`config.mk`:
```
export PLATFORM = sky130hd
export DESIGN_NAME = fpu_op_arbiter
export DESIGN_NICKNAME = d
export VERILOG_FILES = /design/src/rtl/fpu_op_arbiter.sv
export SDC_FILE = /design/constraint.sdc
export NUM_CORES = 1
export LEC_CHECK = 0
export ABC_CLOCK_PERIOD_IN_PS = 2800
export CAP_MARGIN = 20
export CORE_AREA = 2 2 171 173
export CTS_BUF_LIST = sky130_fd_sc_hd__clkbuf_8
export DETAILED_ROUTE_END_ITERATION = 8
export DIE_AREA = 0 0 173 175
export GPL_TIMING_DRIVEN = 0
export PLACE_DENSITY_LB_ADDON = 0.15
export SLEW_MARGIN = 10
export SYNTH_ARGS = -nofsm -noshare
export SYNTH_HDL_FRONTEND = slang
export SYNTH_SLANG_ARGS = --single-unit
export TNS_END_PERCENT = 20
```
`constraint.sdc`:
```
create_clock -name clk_in -period 2.8 [get_ports clk_in]
set_clock_uncertainty 0.05 [all_clocks]
set_input_delay 0.28 -clock clk_in [delete_from_list [all_inputs] [get_ports clk_in]]
set_output_delay 0.28 -clock clk_in [all_outputs]
set_load 0.05 [all_outputs]
```
`src/rtl/fpu_op_arbiter.sv`:
```
// Shares one registered FPU among NUM_REQ requesters, granted round-robin.
// Latency: handshake edge to resp_valid is FPU_LAT+2 edges; one operation in flight at a time.
// Backpressure: result is held in RESP until resp_ready; no request is accepted until then.
module fpu_op_arbiter #(
  parameter int NUM_REQ = 4,
  parameter int ID_W    = 2,
  parameter int FPU_LAT = 1
) (
  input  logic                   clk_in,
  input  logic                   rst,
  input  logic [NUM_REQ-1:0]     req_valid,
  output logic [NUM_REQ-1:0]     req_ready,
  input  logic [NUM_REQ*32-1:0]  req_opa,
  input  logic [NUM_REQ*32-1:0]  req_opb,
  input  logic [NUM_REQ*2-1:0]   req_mode,
  input  logic [NUM_REQ*5-1:0]   req_op_code,
  output logic [31:0]            fpu_opa,
  output logic [31:0]            fpu_opb,
  output logic [1:0]             fpu_mode,
  output logic [4:0]             fpu_op_code,
  input  logic [31:0]            fpu_out,
  input  logic [4:0]             fpu_flags,
  output logic                   resp_valid,
  input  logic                   resp_ready,
  output logic [ID_W-1:0]        resp_id,
  output logic [31:0]            resp_data,
  output logic [4:0]             resp_flags,
  output logic                   busy
);

  localparam int CNT_W = 4;

  typedef enum logic [1:0] {IDLE, ISSUE, WAIT, RESP} state_t;

  typedef struct packed {
    logic [31:0] opa;
    logic [31:0] opb;
    logic [1:0]  mode;
    logic [4:0]  op_code;
  } op_t;

  state_t             state, state_nxt;
  op_t                hold_q, sel_op;
  logic [ID_W-1:0]    last_grant, grant_id, gnt_q;
  logic               grant_vld;
  logic [CNT_W-1:0]   lat_cnt;
  logic [31:0]        resp_data_q;
  logic [4:0]         resp_flags_q;
  logic [2*NUM_REQ-1:0] dbl_vld;
  logic [NUM_REQ-1:0] rot_vld;

  // Rotate so bit k is requester (last_grant+1+k) mod NUM_REQ; lowest set bit wins.
  assign dbl_vld = {req_valid, req_valid};
  assign rot_vld = NUM_REQ'(dbl_vld >> (int'(last_grant) + 1));

  always_comb begin
    grant_vld = 1'b0;
    grant_id  = '0;
    for (int k = NUM_REQ - 1; k >= 0; k--) begin
      if (rot_vld[k]) begin
        grant_vld = 1'b1;
        grant_id  = ID_W'((int'(last_grant) + 1 + k) % NUM_REQ);
      end
    end
  end

  always_comb begin
    sel_op = '0;
    for (int i = 0; i < NUM_REQ; i++) begin
      if (grant_id == ID_W'(i)) begin
        sel_op.opa     = req_opa[32*i +: 32];
        sel_op.opb     = req_opb[32*i +: 32];
        sel_op.mode    = req_mode[2*i +: 2];
        sel_op.op_code = req_op_code[5*i +: 5];
      end
    end
  end

  always_ff @(posedge clk_in or negedge rst) begin
    if (!rst) begin
      state <= IDLE;
    end else begin
      state <= state_nxt;
    end
  end

  always_comb begin
    state_nxt = state;
    req_ready = '0;
    case (state)
      IDLE: begin
        if (grant_vld) begin
          state_nxt = ISSUE;
          // gated by rst so the accept drops the instant reset asserts
          req_ready = rst ? (NUM_REQ'(1) << grant_id) : '0;
        end
      end
      ISSUE: state_nxt = WAIT;
      WAIT:  if (lat_cnt == '0) state_nxt = RESP;
      RESP:  if (resp_ready) state_nxt = IDLE;
      default: state_nxt = IDLE;
    endcase
  end

  always_ff @(posedge clk_in or negedge rst) begin
    if (!rst) begin
      last_grant   <= ID_W'(NUM_REQ - 1);
      gnt_q        <= '0;
      hold_q       <= '0;
      lat_cnt      <= '0;
      resp_data_q  <= '0;
      resp_flags_q <= '0;
    end else begin
      case (state)
        IDLE: begin
          if (grant_vld) begin
            hold_q     <= sel_op;
            gnt_q      <= grant_id;
            last_grant <= grant_id;
          end
        end
        ISSUE: lat_cnt <= CNT_W'(FPU_LAT - 1);
        WAIT: begin
          if (lat_cnt == '0) begin
            resp_data_q  <= fpu_out;
            resp_flags_q <= fpu_flags;
          end else begin
            lat_cnt <= lat_cnt - CNT_W'(1);
          end
        end
        default: ;
      endcase
    end
  end

  assign fpu_opa     = hold_q.opa;
  assign fpu_opb     = hold_q.opb;
  assign fpu_mode    = hold_q.mode;
  assign fpu_op_code = hold_q.op_code;
  assign resp_valid  = (state == RESP);
  assign resp_id     = gnt_q;
  assign resp_data   = resp_data_q;
  assign resp_flags  = resp_flags_q;
  assign busy        = (state != IDLE);

  a_ready_onehot: assert property (@(posedge clk_in) disable iff (!rst) $onehot0(req_ready));
  a_resp_in_resp: assert property (@(posedge clk_in) disable iff (!rst) resp_valid |-> state == RESP);

endmodule

```
==> metrics <==
GRT busiest layer=met2; switching power=7250 uW; ANT cells=0; worst endpoint required time=2.47 ns; most frequent cells in the layout=clkdlybuf4s50_1, dfrtp_1, nor2_1; LEAKAGE=0.00488 uW; Hold WC Path Type=input port to asynchronous set/reset pin; met2 Use GR=0.356; I/O Pins=444; Post-synth EDFFs=0; first-pass GRT wire length=46500 um; worst reg-to-reg path cell count=6; post-DP HPWL=24200 um; layout cells sized above 1=0.180; Die Ht=175 um; Slew Limit Fails=0; Clock Pin Slew Worst Setup and Hold Paths=0.08 ns; Reg power frac=0.212; Arr. time, crit path=2.36 ns; total grt overflow=0; measured slew at the worst slew-check pin=0.988 ns; commonest non-fill, non-tap cell in the layout=clkdlybuf4s50_1; Clock Sinks=118; MaxCap Viol Count=0; Layout Nets=1464; WL final=31500 um; post-route cell area=12600 sq um; WHS=0.377 ns; Die Footprint=30300 sq um; vias=7101; port buffer count=443; H-tree Lvls=4; Post-synth top flop=dfrtp_1; critical path's slowest cell=dfstp_2; Worst setup SP type=flop; Comb pwr share=0.675; Routed WL per cell=20.6 um; Critical Path End Type=primary output; Post-DP Area=12100 sq um; area grow syn2layout=75.8%; met1 Use GR=0.249; P_int=6950 uW; grt met3 use=0.0592; most used cell, CP=buf_12; CP max FO=10; Final ANT Viol Nets=0; fin crit share=0.960; register area share after synthesis=0.411; Cell Chain, Critical Path=buf_6 > mux2i_4 > a2bb2oi_4 > buf_12 > and2_4 > buf_12 > buf_8 > nor3_2 > buf_4; CTS tree=yes; cell count after synthesis=662; outcome=finished, final reports clean; largest net degree at the start of global routing=62; Slew HR=0.338; worst skew pair latency=0.43 ns; Starting DRT DRC Count=352; Net Sw Frac=0.510; Initial Util=0.253; CTS max path bufs=2; Register Area=2960 sq um; FP Rows=62; register bit total from synthesis=118; GRT Util Overall=0.203; Core Region=28400 sq um; fill cell count=2731; vias in the first global route=7318; initial antenna violation count=0; synth unique cells=46; Via density=4.65; DRC=0; # setup viols final=0; post-synthesis async set-or-reset flop share=1.00; critical path class=flop to primary output; multi-input logic area=3900 sq um; CP peak stage delay=0.53 ns; Clock Power Share=0.113; drt first pass iters=5; Final GP Congestion=0.797; VDD IR max=0.577 mV; Syn Nets=996; final hold violation count=0; power per cell area=1120 nW/um^2; Root Buffer=clkbuf_8; Syn. warnings=0; mapped cell area=7190 sq um; Max Clock Freq=372 MHz; minimum clock period=2.69 ns; syn_area_per_cell=10.9 sq um; Num CTS Buffers=17; Horiz. Die Dim=173 um
==> power by group through the flow <==
stage	Combinational, uW	Sequential, uW	Clock, uW
2_1_floorplan	3490	5760	0
3_3_place_gp	9550	3020	0
3_5_place_dp	9570	3030	0
4_1_cts	9650	3010	1690
5_1_grt	10100	3110	1740
6_report	9580	3010	1610
==> final timing paths <==
check                           slack, ns       endpoint          start
worst min-delay path                 0.38  last_grant[1]            rst
min in group clk_in                  0.40  resp_data[13]    fpu_out[13]
max in group asynchronous            1.98    fpu_opb[31]            rst
worst max-delay path                 0.11   req_ready[1]  last_grant[1]
worst max register to register       0.31    fpu_opb[28]  last_grant[0]
worst min register to register       0.44     resp_id[1]     resp_id[1]
==> critical path, delay by kind of cell, from the launching register on <==
family / cells / cell delay [ns]
multiplexers: 1 / 0.24
AND/OR/NAND/NOR: 2 / 0.20
flip-flops: 1 / 0.53
AO/OA/AOI/OAI: 1 / 0.18
buffers and inverters: 5 / 0.77
==> per-stage QoR <==
stage / util / setup slack [ns] / TNS, ns / power [uW] / std cells
CTS: 0.444 / -0.00567 / -0.00567 / 14400 / 1526
global route: 0.445 / -0.000795 / -0.000795 / 15000 / 1526
floorplan: - / -0.109 / -0.301 / 9250 / 662
global placement: 0.426 / -4.71 / -476.27 / 12600 / 1489
detailed placement: 0.427 / -0.653 / -7.18 / 12600 / 1490
finish: 0.445 / 0.111 / 0 / 14200 / 1526
==> registers in the layout, summed over array words and instances (netlist names) <==
name	flops
last_grant	2
resp_flags	5
fpu_op_code	5
state	2
resp_data	32
lat_cnt	4
fpu_mode	2
resp_id	2
fpu_opa	32
fpu_opb	32
==> per-layer routing <==
layer / vias to the layer above / routed length (um)
met5: - / 0
met1: 3411 / 13100
met4: 0 / 325
met2: 279 / 15800
li1: 3396 / -
met3: 15 / 2190
==> repair_timing <==
action / in CTS / in global routing
pin swaps: 2 / 2
endpoints found under the hold margin: 55 / 0
hold buffers: 2 / 0
endpoints found under the setup margin: 4 / 4
resized for setup: 29 / 12
buffers inserted: 4 / 0
==> cell type report <==
| type | count | share of cell area |
|---|---|---|
| Clock inverter | 14 | 0.0122 |
| Buffer | 58 | 0.0287 |
| Multi-Input combinational cell | 479 | 0.308 |
| Sequential cell | 118 | 0.234 |
| Clock buffer | 17 | 0.0185 |
| Inverter | 6 | 0.00178 |
| Tap cell | 384 | 0.0380 |
| Timing Repair Buffer | 450 | 0.359 |
==> synth_stat cells (2+ instances only) <==
library cell | n | area share
nand2b_1 | 5 | 0.0043
ha_1 | 6 | 0.010
mux2_2 | 37 | 0.058
a211oi_2 | 71 | 0.12
buf_8 | 2 | 0.0042
nor2_1 | 74 | 0.039
dfstp_2 | 2 | 0.0073
a21boi_1 | 2 | 0.0021
buf_6 | 7 | 0.011
a21o_1 | 2 | 0.0021
nor4_1 | 2 | 0.0017
buf_4 | 5 | 0.0052
dfrtp_1 | 116 | 0.40
mux2i_1 | 72 | 0.10
a211oi_1 | 71 | 0.074
clkbuf_1 | 19 | 0.0099
o21a_1 | 2 | 0.0021
nand2_1 | 33 | 0.017
a21boi_0 | 43 | 0.045
nor3_1 | 34 | 0.024
buf_2 | 24 | 0.017
o21ai_0 | 4 | 0.0028
inv_1 | 6 | 0.0031
==> cells by family (layout without fill, tap and decap cells) <==
logic type,count (synthesis),count (layout),synth area share
compound gates,204,204,0.265
xor+xnor,1,1,0.00122
fa+ha+maj,6,6,0.0104
buf+inv,65,545,0.0534
flops,118,118,0.411
mux,110,110,0.160
simple gates,158,158,0.0985
(Power assumes the default switching activity.)
==> RTL edit, RTL diff (config.mk and constraints unchanged) <==
Re-encode `state_t` (4 states) as one-hot, 4 bits wide.
--- a/src/rtl/fpu_op_arbiter.sv
+++ b/src/rtl/fpu_op_arbiter.sv
@@ -30,7 +30,7 @@
 
   localparam int CNT_W = 4;
 
-  typedef enum logic [1:0] {IDLE, ISSUE, WAIT, RESP} state_t;
+  typedef enum logic [3:0] {IDLE = 4'b0001, ISSUE = 4'b0010, WAIT = 4'b0100, RESP = 4'b1000} state_t;
 
   typedef struct packed {
     logic [31:0] opa;
Behaviour: no difference found for any inputs over 4 cycles, from zero or initial values and one cycle with rst low; so few cycles prove little.
==> RTL edit against the unedited design <==
Area after synthesis down 3.9%; worst setup slack better by 0.13 ns; total power up 3.3%; non-clock buffer count down 20; routed wire length down 8.6%; final area down 2.6%; hold slack worse by 0.074 ns; via count down 11%; synthesized cell count down 17%; fmax up 5.0%; die area unchanged; sequential share of layout area up 1.0 points; sequential cell count up 2.
==> RTL edit: results (changes against the unedited design) <==
[metrics] Post-CTS Setup Bufs: 0 (-4)
[metrics] post-synth cell types: 37 (-20%)
[metrics] Non-Clock Inverter Count: 5 (-1)
[metrics] area fraction of clock buffers and clock inverters: 0.03617 (+0.005494)
[metrics] number of instances resized during post-cts repair: 25 (-14%)
[metrics] Iter 0 DRT Violations: 251 (-29%)
[metrics] largest family of logic cells by synthesized area: multiplexers
[metrics] synthesized-area fraction occupied by ao, oa, aoi and oai cells: 0.1656 (-0.09990)
[metrics] Seq/total area: 0.2442 (+0.01041)
[metrics] wirelength, routed: 28740 um (-8.6%)
[metrics] largest stage delay on the critical path: 0.43 ns (-0.10 ns)
[metrics] top cells by count, synth: mux2i_1 (144), dfrtp_1 (117), nor2_1 (85)
[metrics] via total after detailed routing: 6341 (-11%)
[metrics] Worst Tran Pin Value: 0.6392 ns (-0.3483 ns)
[metrics] outcome: finished, final reports clean
[metrics] maximum fanout along the worst path: 17 (+7)
[metrics] count of hold-fix buffers inserted at cts: 1 (-1)
[metrics] sequential cell area fraction in the yosys report: 0.4349 (+0.02393)
[metrics] DP Cell Count: 1378 (-7.5%)
[metrics] depth of the worst register-to-register path: 7 (+1)
[metrics] arrival time at the worst endpoint: 2.23 ns (-0.13 ns)
[metrics] switching power of the nets: 0.007266 W (+0.28%)
[metrics] antenna violations before repair: 1 (+1)
[metrics] wire per inst: 20.40 um (-1.0%)
[metrics] adder-cell share of the synthesized area: 0.003619 (-0.006819)
[metrics] fraction of final layout cells sized beyond drive strength 1: 0.1678 (-0.01170)
[metrics] multiplexer share of the synthesized area: 0.2687 (+0.1087)
[metrics] share of the final layout cell area in multi-input gates: 0.2869 (-0.02133)
[metrics] number of multi-input combinational cells: 380 (-21%)
[metrics] Syn Inst Count: 550 (-17%)
==> RTL edit: metal layers <==
metal / vias to the layer above / share of wire / global-route usage / wire length (um)
li1: 2991 / - / - / -
met5: - / 0 / 0 / 0
met3: 24 / 0.069 / 0.05309 / 1992
met1: 3068 / 0.41 / 0.2196 / 11680
met4: 0 / 0.017 / 0.05191 / 476
met2: 258 / 0.51 / 0.3320 / 14590
==> RTL edit: power by group through the flow <==
stage / registers, W / clock network (W) / logic, W
after floorplan: 0.00587 / 0 / 0.00377
after CTS: 0.00313 / 0.00192 / 0.00985
final: 0.00312 / 0.00185 / 0.00969
after detailed placement: 0.00316 / 0 / 0.00980
after global placement: 0.00312 / 0 / 0.00981
after global routing: 0.00324 / 0.00199 / 0.0102
==> RTL edit: stage by stage <==
| step | util | cell area (um^2) |
|---|---|---|
| detailed placement | 0.4176 | 11860 |
| finish | 0.4337 | 12310 |
| floorplan | - | 6914 |
| global placement | 0.4166 | 11830 |
| global route | 0.4337 | 12310 |
| CTS | 0.4335 | 12310 |
==> RTL edit: path summary, 6_finish.rpt <==
kind                                from        endpoint  slack [ns]
max                             state[3]    req_ready[2]        0.24
min                                  rst   resp_data[28]        0.30
max reg2reg                     state[3]  fpu_op_code[3]        0.50
min reg2reg                resp_data[19]   resp_data[19]        0.45
max in group asynchronous            rst        state[0]        1.61
min in group clk_in          fpu_out[25]   resp_data[25]        0.37
==> RTL edit: critical path: cells and delay by family, from the launching register on <==
| family | cells | cell delay, ns |
|---|---|---|
| and+or+nand+nor | 5 | 0.81 |
| buffers and inverters | 3 | 0.54 |
| DFF | 1 | 0.43 |
